<file path="config.mk">
export PLATFORM = sky130hd
export DESIGN_NAME = mem_arbiter
export DESIGN_NICKNAME = d
export VERILOG_FILES = /design/src/rtl/mem_arbiter.sv
export SDC_FILE = /design/constraint.sdc
export NUM_CORES = 1
export LEC_CHECK = 0
export CORE_MARGIN = 2
export CORE_UTILIZATION = 24
export DETAILED_ROUTE_END_ITERATION = 16
export GPL_ROUTABILITY_DRIVEN = 0
export GPL_TIMING_DRIVEN = 1
export PLACE_DENSITY = 0.79
export SLEW_MARGIN = 20
export SYNTH_ARGS = -nofsm -noshare
export SYNTH_HDL_FRONTEND = slang
export SYNTH_SLANG_ARGS = --single-unit
</file>
<file path="constraint.sdc">
create_clock -name clk -period 1.7 [get_ports clk]
set_input_delay 0.255 -clock clk [delete_from_list [all_inputs] [get_ports clk]]
set_output_delay 0.255 -clock clk [all_outputs]
set_load 0.02 [all_outputs]
</file>
<file path="src/rtl/mem_arbiter.sv">
`default_nettype none
// +----------------------------------------------------------------------------+
// | mem_arbiter : shares one memory port between the I-cache and D-cache        |
// | controllers for BEATS-long bursts, tagging reads back to their issuer.      |
// | Optional: MEM_ARB_ROUND_ROBIN_EN (alternate on contention instead of D-first)|
// | Revision: 1.0                                                              |
// +----------------------------------------------------------------------------+
module mem_arbiter #(
  parameter int ADDR_W     = 16,
  parameter int DATA_W     = 16,
  parameter int BEATS      = 4,
  parameter int RD_LATENCY = 2
) (
  input  logic              clk,
  input  logic              rst,
  input  logic              i_rd,
  input  logic              i_wr,
  input  logic [ADDR_W-1:0] i_addr,
  input  logic [DATA_W-1:0] i_data_in,
  output logic              i_stall,
  output logic [DATA_W-1:0] i_data_out,
  output logic              i_data_valid,
  input  logic              d_rd,
  input  logic              d_wr,
  input  logic [ADDR_W-1:0] d_addr,
  input  logic [DATA_W-1:0] d_data_in,
  output logic              d_stall,
  output logic [DATA_W-1:0] d_data_out,
  output logic              d_data_valid,
  output logic              mem_rd,
  output logic              mem_wr,
  output logic [ADDR_W-1:0] mem_addr,
  output logic [DATA_W-1:0] mem_data_in,
  input  logic [DATA_W-1:0] mem_data_out,
  input  logic              mem_stall,
  input  logic              mem_err,
  output logic [1:0]        grant,
  output logic              err
);

  localparam int CNT_W = (BEATS > 1) ? $clog2(BEATS) : 1;
  localparam logic [CNT_W-1:0] LAST_BEAT = CNT_W'(BEATS - 1);

  typedef enum logic [1:0] {
    IDLE  = 2'b00,
    OWN_I = 2'b01,
    OWN_D = 2'b10
  } state_e;

  state_e                  state_q, state_d;
  logic [CNT_W-1:0]        cnt_q, cnt_d;
  logic [RD_LATENCY-1:0]   tag_vld_q;
  logic [RD_LATENCY-1:0]   tag_own_q;  // 1 = read belongs to D

  logic              i_req, d_req, owned, own_is_d;
  logic              own_rd, own_wr, illegal, abort, beat_acc, rd_push, pick_d;
  logic [ADDR_W-1:0] own_addr;
  logic [DATA_W-1:0] own_wdata;

  assign i_req = i_rd | i_wr;
  assign d_req = d_rd | d_wr;

  always_comb begin
    own_rd    = 1'b0;
    own_wr    = 1'b0;
    own_addr  = '0;
    own_wdata = '0;
    own_is_d  = 1'b0;
    case (state_q)
      OWN_I: begin
        own_rd    = i_rd;
        own_wr    = i_wr;
        own_addr  = i_addr;
        own_wdata = i_data_in;
      end
      OWN_D: begin
        own_rd    = d_rd;
        own_wr    = d_wr;
        own_addr  = d_addr;
        own_wdata = d_data_in;
        own_is_d  = 1'b1;
      end
      default: ;
    endcase
  end

  assign owned    = (state_q != IDLE);
  assign illegal  = owned & own_rd & own_wr;
  assign abort    = owned & ~own_rd & ~own_wr;
  assign beat_acc = owned & (own_rd ^ own_wr) & ~mem_stall;
  assign rd_push  = beat_acc & own_rd;

  assign mem_rd      = own_rd & ~illegal;
  assign mem_wr      = own_wr & ~illegal;
  assign mem_addr    = own_addr;
  assign mem_data_in = own_wdata;

  assign i_stall = (state_q == OWN_I) ? (mem_stall | illegal) : i_req;
  assign d_stall = (state_q == OWN_D) ? (mem_stall | illegal) : d_req;

  assign grant = {state_q == OWN_D, state_q == OWN_I};
  assign err   = illegal | mem_err;

  assign i_data_out = mem_data_out;
  assign d_data_out = mem_data_out;
  // Reset discards in-flight tags in the same cycle it is asserted.
  assign i_data_valid = tag_vld_q[RD_LATENCY-1] & ~tag_own_q[RD_LATENCY-1] & ~rst;
  assign d_data_valid = tag_vld_q[RD_LATENCY-1] &  tag_own_q[RD_LATENCY-1] & ~rst;

`ifdef MEM_ARB_ROUND_ROBIN_EN
  logic last_d_q;
  assign pick_d = d_req & (~i_req | ~last_d_q);
`else
  assign pick_d = d_req;
`endif

  always_comb begin
    state_d = state_q;
    cnt_d   = cnt_q;
    case (state_q)
      IDLE: begin
        cnt_d = '0;
        if (pick_d)     state_d = OWN_D;
        else if (i_req) state_d = OWN_I;
      end
      default: begin
        if (abort) begin
          state_d = IDLE;
          cnt_d   = '0;
        end else if (beat_acc) begin
          if (cnt_q == LAST_BEAT) begin
            state_d = IDLE;
            cnt_d   = '0;
          end else begin
            cnt_d = cnt_q + CNT_W'(1);
          end
        end
      end
    endcase
  end

  always_ff @(posedge clk) begin
    if (rst) begin
      state_q   <= IDLE;
      cnt_q     <= '0;
      tag_vld_q <= '0;
      tag_own_q <= '0;
`ifdef MEM_ARB_ROUND_ROBIN_EN
      last_d_q  <= 1'b0;
`endif
    end else begin
      state_q      <= state_d;
      cnt_q        <= cnt_d;
      tag_vld_q[0] <= rd_push;
      tag_own_q[0] <= own_is_d;
      for (int k = 1; k < RD_LATENCY; k++) begin
        tag_vld_q[k] <= tag_vld_q[k-1];
        tag_own_q[k] <= tag_own_q[k-1];
      end
`ifdef MEM_ARB_ROUND_ROBIN_EN
      if (state_q == IDLE && state_d != IDLE) last_d_q <= (state_d == OWN_D);
`endif
    end
  end

endmodule
`default_nettype wire
</file>
# == After elaboration in Yosys (flattened, before gate mapping) ==
# Index checks and enable logic that the tools add are counted.
# totals
ff_bits,8
input_bits,88
wordCells,53
# op_classes
n_addsub,1
eq_ne,4
n_mux,14
n_bitwise,24
n_reduce_logical,6
# op_table
operator,count
case mux 16 bit (2 select lines),2
two-way mux 2 bit,7
AND 1 bit,13
inverter 1 bit,6
nonzero test 3 bit,2
"== test 2 bit, second input constant",2
OR 1 bit,4
case mux 1 bit (2 select lines),2
two-way mux 1 bit,3
"inequality test 3 bit, second input constant",1
AND reduction 3 bit,1
OR reduction 3 bit,1
"adder 2 x 1 -> 2 bit, second input constant",1
"== test 2 x 1 -> 1 bit, second input constant",1
logical NOT 2 bit,1
nonzero test 2 bit,1
bitwise XOR 1 bit,1

# == Logic depth before layout (Yosys ltp) ==
# Gate-level depths: netlist (run 1).
# depth
word_depth,8
depth_mapped,7

# == Worst setup path before layout (run 1) ==
# OpenSTA, ideal clock, no wires.
# synth_timing
path_kind,register to output
from,reg state_q[1]
to,out mem_rd
t_arrival_ps,1588
t_required_ps,1445
path_slack_ps,-143
path_stages_with_launch,8
path_cell_list,dfxtp_1 -> inv_1 -> ha_1 -> buf_4 -> a22o_4 -> buf_6 -> nand3_1 -> and3_1
# synth_via
elab_chain_cells,6
word_cells_on_any_way,9
# synth_lines
item,line,source
"start, declared",50,"state_e state_q, state_d;"
"start signal, assigned",152,state_q <= state_d;
== test 2 x 1 -> 1 bit *,--,
via grant[0],37,"output logic [1:0] grant,"
case mux 1 bit (2 select lines),69,case (state_q)
AND 1 bit (2 in series),88,assign illegal = owned & own_rd & own_wr;
inverter 1 bit,93,assign mem_rd = own_rd & ~illegal;
AND 1 bit *,93,
"end, declared",30,"output logic mem_rd,"
# Mark *: on every way through the listed nets, which the timed path passes. The rest lies on a longest branch.

# == Worst setup path in the final report (run 1) ==
# layout_timing
from,reg state_q[1]
to,out i_stall
# layout_via
elab_chain_cells,6
word_cells_on_any_way,9
# layout_lines
item,line,source
== test 2 bit / == test 2 x 1 -> 1 bit (equally long branches),"69, 98",
case mux 1 bit (2 select lines),69,
AND 1 bit (2 in series),88,
OR 1 bit,98,assign i_stall = (state_q == OWN_I) ? (mem_stall | illegal) : i_req;
two-way mux 1 bit *,98,
"end, declared",20,"output logic i_stall,"
# Every way passes the cells marked *; elsewhere a longest branch is shown, timed or not.

==> impl_metrics.prom, run 1 <==
# TYPE chip_impl_metric gauge
chip_impl_metric{name="drtIter0Drc",unit=""} 22
chip_impl_metric{name="drc",unit=""} 0
chip_impl_metric{name="detailed_place.area",unit="mm²"} 0.002486
chip_impl_metric{name="worst_slew_margin_rel",unit="%"} 81.27
chip_impl_metric{name="io_pins",unit=""} 161
chip_impl_info{name="violated_checks",value="negative setup slack"} 1
chip_impl_metric{name="crit_required",unit="ns"} 1.44
chip_impl_metric{name="timing.final.max_slew_violations",unit=""} 0
chip_impl_metric{name="global_route_wire_length_before_repair",unit="mm"} 7.707
chip_impl_metric{name="finalCoreUtilization",unit="%"} 55.74
chip_impl_metric{name="drt_pre_antenna_iters",unit=""} 3
chip_impl_metric{name="finalSetupViolCount",unit=""} 32
chip_impl_metric{name="max_slew.worst_pin.slew",unit="ns"} 0.2806
chip_impl_info{name="synth.top_cells.by_area",value="buf_4 (20%), a22oi_1 (19%), nor2b_1 (17%)"} 1
chip_impl_metric{name="number_of_flops_mapped_to_enable_cells_by_yosys",unit=""} 0
chip_impl_metric{name="worst_ep_arrival_time",unit="ns"} 1.58
chip_impl_metric{name="yosysUniqueCellTypes",unit=""} 31
chip_impl_metric{name="synth_area",unit="mm²"} 0.001292
chip_impl_metric{name="cts_hold_buf",unit=""} 0
chip_impl_metric{name="post_drt_wl_per_cell",unit="µm"} 15.66
chip_impl_metric{name="avgViaCountPerCell",unit=""} 4.743
chip_impl_info{name="outcome",value="finished, violations left"} 1
chip_impl_info{name="min_path_type",value="register to register"} 1
chip_impl_metric{name="crit_cells",unit=""} 7
chip_impl_metric{name="detail_route.wirelength",unit="mm"} 5.182
chip_impl_metric{name="worst-r2r-cell-count",unit=""} 7
chip_impl_metric{name="final_hold_vios",unit=""} 0
chip_impl_metric{name="h-tree-depth",unit=""} 1
chip_impl_metric{name="ant_nets",unit=""} 0
chip_impl_info{name="tritoncts",value="done"} 1
chip_impl_metric{name="clock_sink_count",unit=""} 8
chip_impl_metric{name="critical_path.max_fanout",unit=""} 3
chip_impl_metric{name="place_hpwl",unit="mm"} 3.716
chip_impl_metric{name="grt_overflow_total",unit=""} 0
chip_impl_metric{name="post-route-period-util",unit="%"} 108.0
chip_impl_metric{name="finish.instance_area",unit="mm²"} 0.002865
chip_impl_metric{name="nFillCells",unit=""} 465
chip_impl_metric{name="area.growth.synth_to_final",unit="%"} 121.7
chip_impl_metric{name="grt_use_total",unit="%"} 15.81
chip_impl_info{name="kind_of_cell_adding_the_most_delay_to_the_critical_path",value="flip-flops"} 1
chip_impl_info{name="crit_path_top_delay_cell",value="dfxtp_4"} 1
chip_impl_metric{name="std_cell_rows",unit=""} 26
chip_impl_metric{name="final.setup.worst_slack",unit="ns"} -0.1357
chip_impl_metric{name="clk_transition_reported_paths",unit="ns"} 0.04
chip_impl_metric{name="n_antenna_cell",unit=""} 0
chip_impl_metric{name="cts_buffer_depth",unit=""} 2
chip_impl_metric{name="final_cell_count_no_fill",unit=""} 331
chip_impl_metric{name="post-place-ws",unit="ns"} -0.4480
chip_impl_metric{name="post_synth.cell_area_avg",unit="µm²"} 7.833
chip_impl_metric{name="cellLeakagePower",unit="nW"} 1.022
chip_impl_info{name="crit_chain",value="inv_4, ha_4, nor2b_4, buf_6, a31oi_4, a21oi_2, buf_4"} 1
chip_impl_metric{name="async_flop_share",unit="%"} 0
chip_impl_info{name="cp-start-kind",value="register"} 1
chip_impl_metric{name="grt_max_degree",unit=""} 38
chip_impl_info{name="ys_dominant_reg_cell",value="dfxtp_1"} 1
chip_impl_metric{name="coreArea",unit="mm²"} 0.005140
chip_impl_metric{name="cts_inserted_buffers",unit=""} 3
chip_impl_metric{name="num-nets-final",unit=""} 355
chip_impl_metric{name="synth-warning-count",unit=""} 0
chip_impl_metric{name="synth.yosys.seq_area_share",unit="%"} 12.39
chip_impl_metric{name="number_of_antenna_violations_at_the_first_check_in_global_routing",unit=""} 0
chip_impl_metric{name="drv_cap",unit=""} 0
chip_impl_metric{name="finalCriticalPeriod",unit="ns"} 1.836
chip_impl_metric{name="grt_pass1_vias",unit=""} 1606
chip_impl_metric{name="route.vias.total",unit=""} 1570
chip_impl_metric{name="worst_hold_path.num_cells",unit=""} 1
chip_impl_metric{name="buffers_inverters_on_critical_path",unit=""} 3
chip_impl_metric{name="dieArea",unit="mm²"} 0.005988
chip_impl_info{name="synth_largest_area_cell",value="buf_4"} 1
chip_impl_info{name="cts.root.buffer_cell",value="clkbuf_8"} 1
chip_impl_metric{name="layout-drive-gt1-share",unit="%"} 57.47
chip_impl_metric{name="initial_utilization",unit="%"} 25.15
chip_impl_metric{name="port_buffers",unit=""} 112
chip_impl_metric{name="critPathMaxStageDelay",unit="ns"} 0.37
chip_impl_metric{name="synthDominantCellAreaShare",unit="%"} 19.75
chip_impl_metric{name="clk_latency",unit="ns"} 0.22
chip_impl_metric{name="power.density",unit="mW/mm²"} 432.4
chip_impl_info{name="rsz_0062_raised_after_global_routing",value="true"} 1
chip_impl_metric{name="final_skew",unit="ns"} 0.001540
chip_impl_metric{name="netlist_instances",unit=""} 165
chip_impl_info{name="crit_path_end_kind",value="primary output"} 1
chip_impl_metric{name="worst_ir_drop_vdd",unit="mV"} 0.2136
chip_impl_metric{name="synthesis.nets",unit=""} 257
chip_impl_info{name="worstSetupPathType",value="register to primary output"} 1
chip_impl_metric{name="timing.fmax",unit="MHz"} 544.8
chip_impl_metric{name="dieHeight",unit="µm"} 77.39
chip_impl_metric{name="place.detailed.instances",unit=""} 325
chip_impl_metric{name="die-width",unit="µm"} 77.39
chip_impl_metric{name="synth_seq_cells",unit=""} 8
through the flow:
step           power, mW  setup TNS (ns)  hold WS, ns
2_1_floorplan     0.6235        -0.05604       0.3266
3_3_place_gp      0.8486          -13.41       0.4186
3_5_place_dp      0.8627          -14.67       0.4283
4_1_cts            1.164          -1.934       0.4370
5_1_grt            1.306          -3.014       0.4700
6_report           1.239          -1.063       0.4292
sequential cells by signal, summed over array words and instances (netlist names):
name / cells
cnt_q: 2
state_q: 2
tag_own_q: 2
tag_vld_q: 2
metal layers:
| layer | global-route usage (%) | vias up | share of wire (%) |
|---|---|---|---|
| met5 | 0 | - | 0 |
| met4 | 3.393 | 0 | 0.77 |
| met3 | 4.070 | 4 | 6.9 |
| met2 | 31.39 | 77 | 55 |
| met1 | 16.42 | 736 | 37 |
| li1 | - | 753 | - |
synthesized netlist by cell type, types with 3 or more instances:
cell type / count
a22oi_1: 32
nor2_1: 4
a21oi_1: 4
ha_1: 4
buf_6: 3
buf_4: 34
inv_1: 3
nor2b_1: 36
o211ai_1: 4
dfxtp_1: 8
clkbuf_1: 9
cells in the final DEF, fill, tap and decap left out, drive strengths merged, types with 2 or more instances in the layout:
master and instances:
clkdlybuf4s15 2, nor2b 36, ha 4, inv 4
a22o 2, nor2 4, a31oi 2, nor3b 2
dlygate4sd2 2, nor3 2, clkbuf 6, buf 62
a21oi 4, a311oi 2, o211ai 4, dfxtp 8
mux2i 2, clkdlybuf4s50 71, a22oi 32
worst reg2reg max path: stages, from the launching register on:
cell,delay (ns)
dfxtp_2,0.32
buf_4,0.14
ha_4,0.18
a22o_4,0.25
buf_6,0.12
buf_4,0.16
a31oi_4,0.22
mux2i_1,0.19
repair_timing:
item	CTS	global route
endpoints found under the setup margin	44	43
pin swaps	29	2
cloned	0	3
buffers inserted	0	0
gates resized for setup	240	31
cell type report:
type	count	area (µm²)	area share, %
repair buffers	140	1430	49.91
multi-input cells	106	1121	39.13
flip-flops and latches	8	165.2	5.764
well taps	70	87.58	3.057
clock buffers	3	41.29	1.441
inverters	4	20.02	0.6987
logic make-up after synthesis:
family	share of synthesized area [%]
buffers and inverters	26.52
AOI/OAI and AO/OA	31.27
adders and majority gates	3.872
DFF	12.39
muxes	1.549
and+or+nand+nor	24.40
path summary, 6_finish.rpt:
check	startpoint	slack, ns	end
max	state_q[1]$_SDFFE_PP0P_	-0.14	i_stall
min reg2reg	tag_vld_q[0]$_SDFF_PP0_	0.43	tag_vld_q[1]$_SDFF_PP0_
min	tag_vld_q[0]$_SDFF_PP0_	0.43	tag_vld_q[1]$_SDFF_PP0_
max reg2reg	state_q[0]$_SDFFE_PP0P_	0.04	cnt_q[0]$_SDFFE_PP0P_
power breakdown:
group / total, mW / internal [mW] / switching (mW)
registers: 0.203 / 0.196 / 0.00690
logic: 0.816 / 0.483 / 0.332
clock network: 0.220 / 0.153 / 0.0673
No activity file was read; power rests on OpenSTA's default activity.
==> run 2, diff against run 1 <==
--- a/config.mk
+++ b/config.mk
@@ -11,6 +11,7 @@
 export GPL_ROUTABILITY_DRIVEN = 0
 export GPL_TIMING_DRIVEN = 1
 export PLACE_DENSITY = 0.79
+export SKIP_LAST_GASP = 1
 export SLEW_MARGIN = 20
 export SYNTH_ARGS = -nofsm -noshare
 export SYNTH_HDL_FRONTEND = slang
==> run 2 against run 1 <==
Total power fell by 1.4%. Via count rose by 0.13%. Largest power group unchanged. Largest cell class unchanged. Worst setup slack improved by 0.0021 ns. Clock power barely moved. Global-route usage barely moved. Sequential power barely moved. Fmax rose by 0.11%. Flip-flop and latch count did not move. The run still ends with negative setup slack left.
==> impl_metrics.prom, run 2 (same netlist as run 1, synthesis figures left out) <==
# TYPE chip_impl_metric gauge
chip_impl_metric{name="post-place-ws",unit="ns"} -0.4480
chip_impl_metric{name="grt_pass1_vias",unit=""} 1609
chip_impl_metric{name="final_skew",unit="ns"} 0.0009783
chip_impl_info{name="crit_path_end_kind",value="primary output"} 1
chip_impl_metric{name="detailed_place.area",unit="mm²"} 0.002486
chip_impl_metric{name="detail_route.wirelength",unit="mm"} 5.158
chip_impl_metric{name="crit_required",unit="ns"} 1.44
chip_impl_metric{name="reg2reg_slack",unit="ns"} 0.05
chip_impl_metric{name="nFillCells",unit=""} 486
chip_impl_metric{name="number_of_antenna_violations_at_the_first_check_in_global_routing",unit=""} 0
chip_impl_metric{name="worst_hold_path.num_cells",unit=""} 1
chip_impl_metric{name="place_hpwl",unit="mm"} 3.716
chip_impl_metric{name="cts_buffer_depth",unit=""} 2
chip_impl_metric{name="post_drt_wl_per_cell",unit="µm"} 15.58
chip_impl_info{name="crit-reg2reg-launch",value="state_q[0]$_SDFFE_PP0P_"} 1
chip_impl_info{name="r2r-end",value="cnt_q[0]$_SDFFE_PP0P_"} 1
chip_impl_metric{name="timing.final.max_slew_violations",unit=""} 0
chip_impl_info{name="violated_checks",value="negative setup slack"} 1
chip_impl_metric{name="post-route-period-util",unit="%"} 107.9
chip_impl_metric{name="power.density",unit="mW/mm²"} 440.4
chip_impl_metric{name="drtIter0Drc",unit=""} 32
chip_impl_metric{name="route.vias.total",unit=""} 1572
chip_impl_metric{name="clock_sink_count",unit=""} 8
chip_impl_info{name="cp-start-kind",value="register"} 1
chip_impl_metric{name="std_cell_rows",unit=""} 26
chip_impl_metric{name="grt_max_degree",unit=""} 38
chip_impl_metric{name="io_pins",unit=""} 161
chip_impl_metric{name="post-layout-total-power",unit="mW"} 1.222
chip_impl_metric{name="n_antenna_cell",unit=""} 0
chip_impl_metric{name="grt_use_total",unit="%"} 15.86
chip_impl_metric{name="clk_transition_reported_paths",unit="ns"} 0.04
chip_impl_metric{name="port_buffers",unit=""} 112
chip_impl_metric{name="area.growth.synth_to_final",unit="%"} 114.6
chip_impl_info{name="hold_path.startpoint",value="tag_vld_q[0]$_SDFF_PP0_"} 1
chip_impl_info{name="outcome",value="finished, violations left"} 1
chip_impl_metric{name="drv_cap",unit=""} 0
chip_impl_info{name="mostFrequentLayoutCell",value="clkdlybuf4s50_1"} 1
chip_impl_metric{name="global_route_wire_length_before_repair",unit="mm"} 7.741
chip_impl_metric{name="finalCriticalPeriod",unit="ns"} 1.834
chip_impl_metric{name="num-nets-final",unit=""} 355
chip_impl_metric{name="worst-r2r-cell-count",unit=""} 7
chip_impl_metric{name="worst_ir_drop_vdd",unit="mV"} 0.2136
chip_impl_metric{name="clk_latency",unit="ns"} 0.22
chip_impl_metric{name="coreArea",unit="mm²"} 0.005140
chip_impl_metric{name="cts_inserted_buffers",unit=""} 3
chip_impl_metric{name="final.setup.worst_slack",unit="ns"} -0.1336
chip_impl_metric{name="drt_pre_antenna_iters",unit=""} 4
chip_impl_metric{name="finish.instance_area",unit="mm²"} 0.002774
chip_impl_metric{name="final_hold_vios",unit=""} 0
chip_impl_info{name="min_path_type",value="register to register"} 1
chip_impl_metric{name="grt_overflow_total",unit=""} 0
chip_impl_metric{name="finalCoreUtilization",unit="%"} 53.97
chip_impl_metric{name="finalSetupViolCount",unit=""} 37
chip_impl_metric{name="dieArea",unit="mm²"} 0.005988
chip_impl_info{name="worst_hold_path.endpoint",value="tag_vld_q[1]$_SDFF_PP0_"} 1
chip_impl_metric{name="cellLeakagePower",unit="nW"} 1.007
chip_impl_metric{name="max_slew.worst_pin.slew",unit="ns"} 0.2821
chip_impl_metric{name="worst_ep_arrival_time",unit="ns"} 1.58
chip_impl_metric{name="timing.fmax",unit="MHz"} 545.4
chip_impl_info{name="tritoncts",value="done"} 1
chip_impl_metric{name="cts_hold_buf",unit=""} 0
chip_impl_metric{name="ant_nets",unit=""} 0
chip_impl_info{name="rsz_0062_raised_after_global_routing",value="true"} 1
chip_impl_info{name="most-common-layout-cells",value="clkdlybuf4s50_1 (71), buf_4 (45), a22oi_2 (32), nor2b_2 (28)"} 1
chip_impl_info{name="cts.root.buffer_cell",value="clkbuf_8"} 1
chip_impl_info{name="worstSetupPathType",value="register to primary output"} 1
chip_impl_metric{name="dieHeight",unit="µm"} 77.39
chip_impl_metric{name="final_cell_count_no_fill",unit=""} 331
chip_impl_metric{name="worst_slew_margin_rel",unit="%"} 81.17
chip_impl_metric{name="avgViaCountPerCell",unit=""} 4.749
chip_impl_metric{name="layout-drive-gt1-share",unit="%"} 57.47
chip_impl_metric{name="initial_utilization",unit="%"} 25.15
chip_impl_metric{name="h-tree-depth",unit=""} 1
chip_impl_metric{name="place.detailed.instances",unit=""} 325
chip_impl_metric{name="drc",unit=""} 0
chip_impl_metric{name="critical_path.max_fanout",unit=""} 3
chip_impl_metric{name="die-width",unit="µm"} 77.39
==> run 2: worst max path at each step <==
stage                            startpoint  endpoint  slack [ns]  depth (start not counted)
finish              state_q[1]$_SDFFE_PP0P_   i_stall       -0.13                          7
global route        state_q[1]$_SDFFE_PP0P_   i_stall       -0.17                          7
CTS                 state_q[1]$_SDFFE_PP0P_    mem_rd       -0.12                          6
detailed placement                     d_wr    mem_rd       -0.45                          5
global placement                       d_wr    mem_rd       -0.43                          5
floorplan           state_q[1]$_SDFFE_PP0P_    mem_rd       -0.06                          7
==> run 2: what timing repair did <==
item | CTS | global route
pin swaps | 29 | 2
setup buffers | 0 | 0
resized for setup | 232 | 13
endpoints found under the hold margin | 0 | 0
endpoints found under the setup margin | 44 | 43
gates cloned | 0 | 3
==> run 2: stage by stage <==
step                      hold WS [ns]  TNS [ns]
after detailed placement        0.4283    -14.67
after floorplan                 0.3266  -0.05604
after global placement          0.4186    -13.41
after CTS                       0.4370    -1.990
after global routing            0.4700    -3.369
final                           0.4292    -1.343
==> run 2: final cells by class <==
class                      count  area [µm²]  area share, %
clock buffer                   3       41.29          1.488
inverter                       4       20.02         0.7217
multi-input combinational    106        1121          40.42
sequential                     8       165.2          5.954
tap                           70       87.58          3.157
timing repair buffer         140        1339          48.26
==> run 2: per-layer routing <==
metal	GRT usage (%)	vias to the layer above	routed length, µm
li1	-	750	-
met1	16.42	740	1915
met2	31.57	78	2846
met3	4.070	4	356
met4	3.393	0	40
met5	0	-	0
==> run 2: worst max-delay path: stages (launching register included) <==
cell and delay [ns]:
dfxtp_4 0.37, inv_4 0.05, ha_4 0.27, nor2b_4 0.16, buf_6 0.12, a31oi_4 0.08
a21oi_2 0.15, buf_4 0.16
==> run 2: where the power goes <==
group,total (mW),leakage (nW),internal (mW),switching [mW]
clock network,0.219,0.0216,0.153,0.0666
registers,0.203,0.0660,0.196,0.00697
logic,0.799,0.919,0.470,0.329
==> run 3, diff against run 2 <==
--- a/config.mk
+++ b/config.mk
@@ -10,9 +10,9 @@
 export DETAILED_ROUTE_END_ITERATION = 16
 export GPL_ROUTABILITY_DRIVEN = 0
 export GPL_TIMING_DRIVEN = 1
-export PLACE_DENSITY = 0.79
+export PLACE_DENSITY = 0.82
 export SKIP_LAST_GASP = 1
-export SLEW_MARGIN = 20
+export SLEW_MARGIN = 30
 export SYNTH_ARGS = -nofsm -noshare
 export SYNTH_HDL_FRONTEND = slang
 export SYNTH_SLANG_ARGS = --single-unit
==> run 3 against run 2 <==
The run still ends with negative setup slack left. Wire length shrank 4.3%. Count of clock-buffer cells in the layout stayed put. Fmax increased by 0.41%. Register-to-register slack got worse by 0.02 ns.
==> impl_metrics.prom, run 3 (same netlist as run 1, synthesis figures left out) <==
# TYPE chip_impl_metric gauge
chip_impl_metric{name="drc",unit=""} 0
chip_impl_metric{name="drtIter0Drc",unit=""} 56
chip_impl_metric{name="number_of_antenna_violations_at_the_first_check_in_global_routing",unit=""} 0
chip_impl_metric{name="final.setup.worst_slack",unit="ns"} -0.1261
chip_impl_metric{name="cts_buffer_depth",unit=""} 2
chip_impl_info{name="worstSetupPathType",value="register to primary output"} 1
chip_impl_info{name="cp-start-kind",value="register"} 1
chip_impl_info{name="violated_checks",value="negative setup slack"} 1
chip_impl_info{name="crit_chain",value="buf_6, ha_4, a22o_4, a31oi_4, a21oi_2, buf_4"} 1
chip_impl_metric{name="avgViaCountPerCell",unit=""} 4.768
chip_impl_metric{name="detail_route.wirelength",unit="mm"} 4.934
chip_impl_metric{name="finalCoreUtilization",unit="%"} 52.53
chip_impl_metric{name="final_hold_vios",unit=""} 0
chip_impl_metric{name="route.vias.total",unit=""} 1564
chip_impl_info{name="crit_path_end_kind",value="primary output"} 1
chip_impl_metric{name="port_buffers",unit=""} 112
chip_impl_metric{name="post-route-period-util",unit="%"} 107.4
chip_impl_metric{name="worst-r2r-cell-count",unit=""} 7
chip_impl_metric{name="met2_usage",unit="%"} 29.65
chip_impl_metric{name="io_pins",unit=""} 161
chip_impl_info{name="crit_path_top_delay_cell",value="dfxtp_2"} 1
chip_impl_metric{name="place_hpwl",unit="mm"} 3.567
chip_impl_info{name="min_path_type",value="register to register"} 1
chip_impl_metric{name="finalSetupViolCount",unit=""} 23
chip_impl_metric{name="timing.fmax",unit="MHz"} 547.6
chip_impl_metric{name="power.density",unit="mW/mm²"} 440.8
chip_impl_metric{name="clk_transition_reported_paths",unit="ns"} 0.04
chip_impl_metric{name="finalCriticalPeriod",unit="ns"} 1.826
chip_impl_metric{name="timing.final.max_slew_violations",unit=""} 0
chip_impl_metric{name="dieArea",unit="mm²"} 0.005988
chip_impl_metric{name="critPathMaxStageDelay",unit="ns"} 0.33
chip_impl_metric{name="num-nets-final",unit=""} 352
chip_impl_metric{name="crit_required",unit="ns"} 1.44
chip_impl_info{name="most-common-layout-cells",value="clkdlybuf4s50_1 (71), a22oi_2 (32), nor2b_2 (29), buf_2 (28), buf_4 (17)"} 1
chip_impl_metric{name="tns",unit="ns"} -0.8256
chip_impl_metric{name="final_skew",unit="ns"} 0.005533
chip_impl_metric{name="worst_ir_drop_vdd",unit="mV"} 0.2043
chip_impl_info{name="cp-endpoint",value="i_stall"} 1
chip_impl_metric{name="grt_use_total",unit="%"} 15.34
chip_impl_metric{name="global_route_wire_length_before_repair",unit="mm"} 7.541
chip_impl_metric{name="combPwrFrac",unit="%"} 63.6
chip_impl_metric{name="share_of_total_power_in_the_clock_network",unit="%"} 19.5
chip_impl_info{name="tritoncts",value="done"} 1
chip_impl_metric{name="reg2reg_slack",unit="ns"} 0.03
chip_impl_metric{name="met1_usage",unit="%"} 16.42
chip_impl_metric{name="std_cell_rows",unit=""} 26
chip_impl_info{name="crit-reg2reg-launch",value="state_q[1]$_SDFFE_PP0P_"} 1
chip_impl_metric{name="drt_pre_antenna_iters",unit=""} 4
chip_impl_info{name="cts.root.buffer_cell",value="clkbuf_8"} 1
chip_impl_metric{name="gr-usage-met3",unit="%"} 4.186
chip_impl_info{name="outcome",value="finished, violations left"} 1
chip_impl_metric{name="clk_latency",unit="ns"} 0.23
chip_impl_metric{name="worst_slew_margin_rel",unit="%"} 80.41
chip_impl_info{name="crit_start",value="state_q[1]$_SDFFE_PP0P_"} 1
chip_impl_metric{name="power.share.switching",unit="%"} 34.11
chip_impl_metric{name="layout-drive-gt1-share",unit="%"} 56.98
chip_impl_metric{name="worst_ep_arrival_time",unit="ns"} 1.57
chip_impl_info{name="mostFrequentLayoutCell",value="clkdlybuf4s50_1"} 1
chip_impl_metric{name="cts_inserted_buffers",unit=""} 3
chip_impl_metric{name="max_slew.worst_pin.slew",unit="ns"} 0.2916
chip_impl_metric{name="post_drt_wl_per_cell",unit="µm"} 15.04
chip_impl_info{name="top_usage_layer",value="met2"} 1
chip_impl_metric{name="cellLeakagePower",unit="nW"} 0.9848
chip_impl_metric{name="grt_max_degree",unit=""} 38
chip_impl_metric{name="ant_nets",unit=""} 0
chip_impl_metric{name="dieHeight",unit="µm"} 77.39
chip_impl_metric{name="power.internal",unit="mW"} 0.7842
chip_impl_info{name="r2r-end",value="cnt_q[1]$_SDFFE_PP0P_"} 1
chip_impl_metric{name="area.growth.synth_to_final",unit="%"} 108.9
chip_impl_metric{name="coreArea",unit="mm²"} 0.005140
chip_impl_metric{name="cts_hold_buf",unit=""} 0
chip_impl_metric{name="initial_utilization",unit="%"} 25.15
chip_impl_metric{name="grt_pass1_vias",unit=""} 1629
chip_impl_metric{name="h-tree-depth",unit=""} 1
chip_impl_metric{name="critical_path.max_fanout",unit=""} 5
chip_impl_metric{name="switchingPower",unit="mW"} 0.4059
chip_impl_metric{name="sequentialPowerShare",unit="%"} 16.8
chip_impl_metric{name="die-width",unit="µm"} 77.39
chip_impl_metric{name="post-layout-total-power",unit="mW"} 1.190
chip_impl_info{name="rsz_0062_raised_after_global_routing",value="true"} 1
chip_impl_metric{name="clock_sink_count",unit=""} 8
chip_impl_metric{name="grt_overflow_total",unit=""} 0
chip_impl_metric{name="drv_cap",unit=""} 0
chip_impl_metric{name="n_antenna_cell",unit=""} 0
-- run 3: cell count changes in the layout (fill, tap and decap cells not counted), sizes merged --
| cell | previous run | this run |
|---|---|---|
| clkdlybuf4s15 | 2 | 4 |
| dlygate4sd2 | 2 | 3 |
| clkbuf | 6 | 5 |
| buf | 62 | 57 |
-- run 3: power groups by stage --
stage	clock, mW	sequential (mW)	combinational [mW]
detailed placement	0	0.202	0.629
finish	0.232	0.200	0.757
global route	0.245	0.201	0.806
CTS	0.244	0.200	0.715
global placement	0	0.202	0.618
floorplan	0	0.201	0.422
-- run 3: through the flow --
step	instances	instance area, µm²	hold slack, ns	worst slack [ns]
after floorplan	165	1393	0.3266	-0.05604
after global placement	322	2439	0.4249	-0.4250
after detailed placement	322	2439	0.4296	-0.4303
after CTS	326	2609	0.4405	-0.1047
after global routing	328	2700	0.4665	-0.1678
final	328	2700	0.4352	-0.1261
-- run 3: worst max-delay path, delay by kind of cell, from the launching register on --
kind                       cells  cell delay [ns]
DFF                            1             0.33
AOI/OAI and AO/OA              3             0.53
buffers and inverters          2             0.28
adders and majority gates      1             0.19
-- run 3: cell type report --
class,count,area [µm²]
clock buffer,3,41.29
fill,498,2440
inverter,4,17.52
multi-input combinational,106,1131
sequential,8,162.7
tap,70,87.58
timing repair buffer,137,1260
-- run 3: routing by layer --
layer	part of all wire, %	wire [µm]
met1	38	1864
met2	54	2648
met3	8.1	398
met4	0.47	23
met5	0	0
-- run 3: how the worst min path moves through the flow --
stage	from	to	slack (ns)	depth (start not counted)
final	tag_own_q[0]$_SDFF_PP0_	tag_own_q[1]$_SDFF_PP0_	0.44	1
after global routing	tag_vld_q[0]$_SDFF_PP0_	tag_vld_q[1]$_SDFF_PP0_	0.47	1
after detailed placement	tag_own_q[0]$_SDFF_PP0_	tag_own_q[1]$_SDFF_PP0_	0.43	1
after floorplan	rst	tag_own_q[0]$_SDFF_PP0_	0.33	1
after CTS	tag_own_q[0]$_SDFF_PP0_	tag_own_q[1]$_SDFF_PP0_	0.44	1
after global placement	tag_own_q[0]$_SDFF_PP0_	tag_own_q[1]$_SDFF_PP0_	0.42	1
-- run 3: timing repair --
action	4_1_cts	5_1_grt
setup endpoints to repair	46	42
gates resized for setup	208	16
setup buffers	2	0
pin swaps	10	8
cloned	0	2
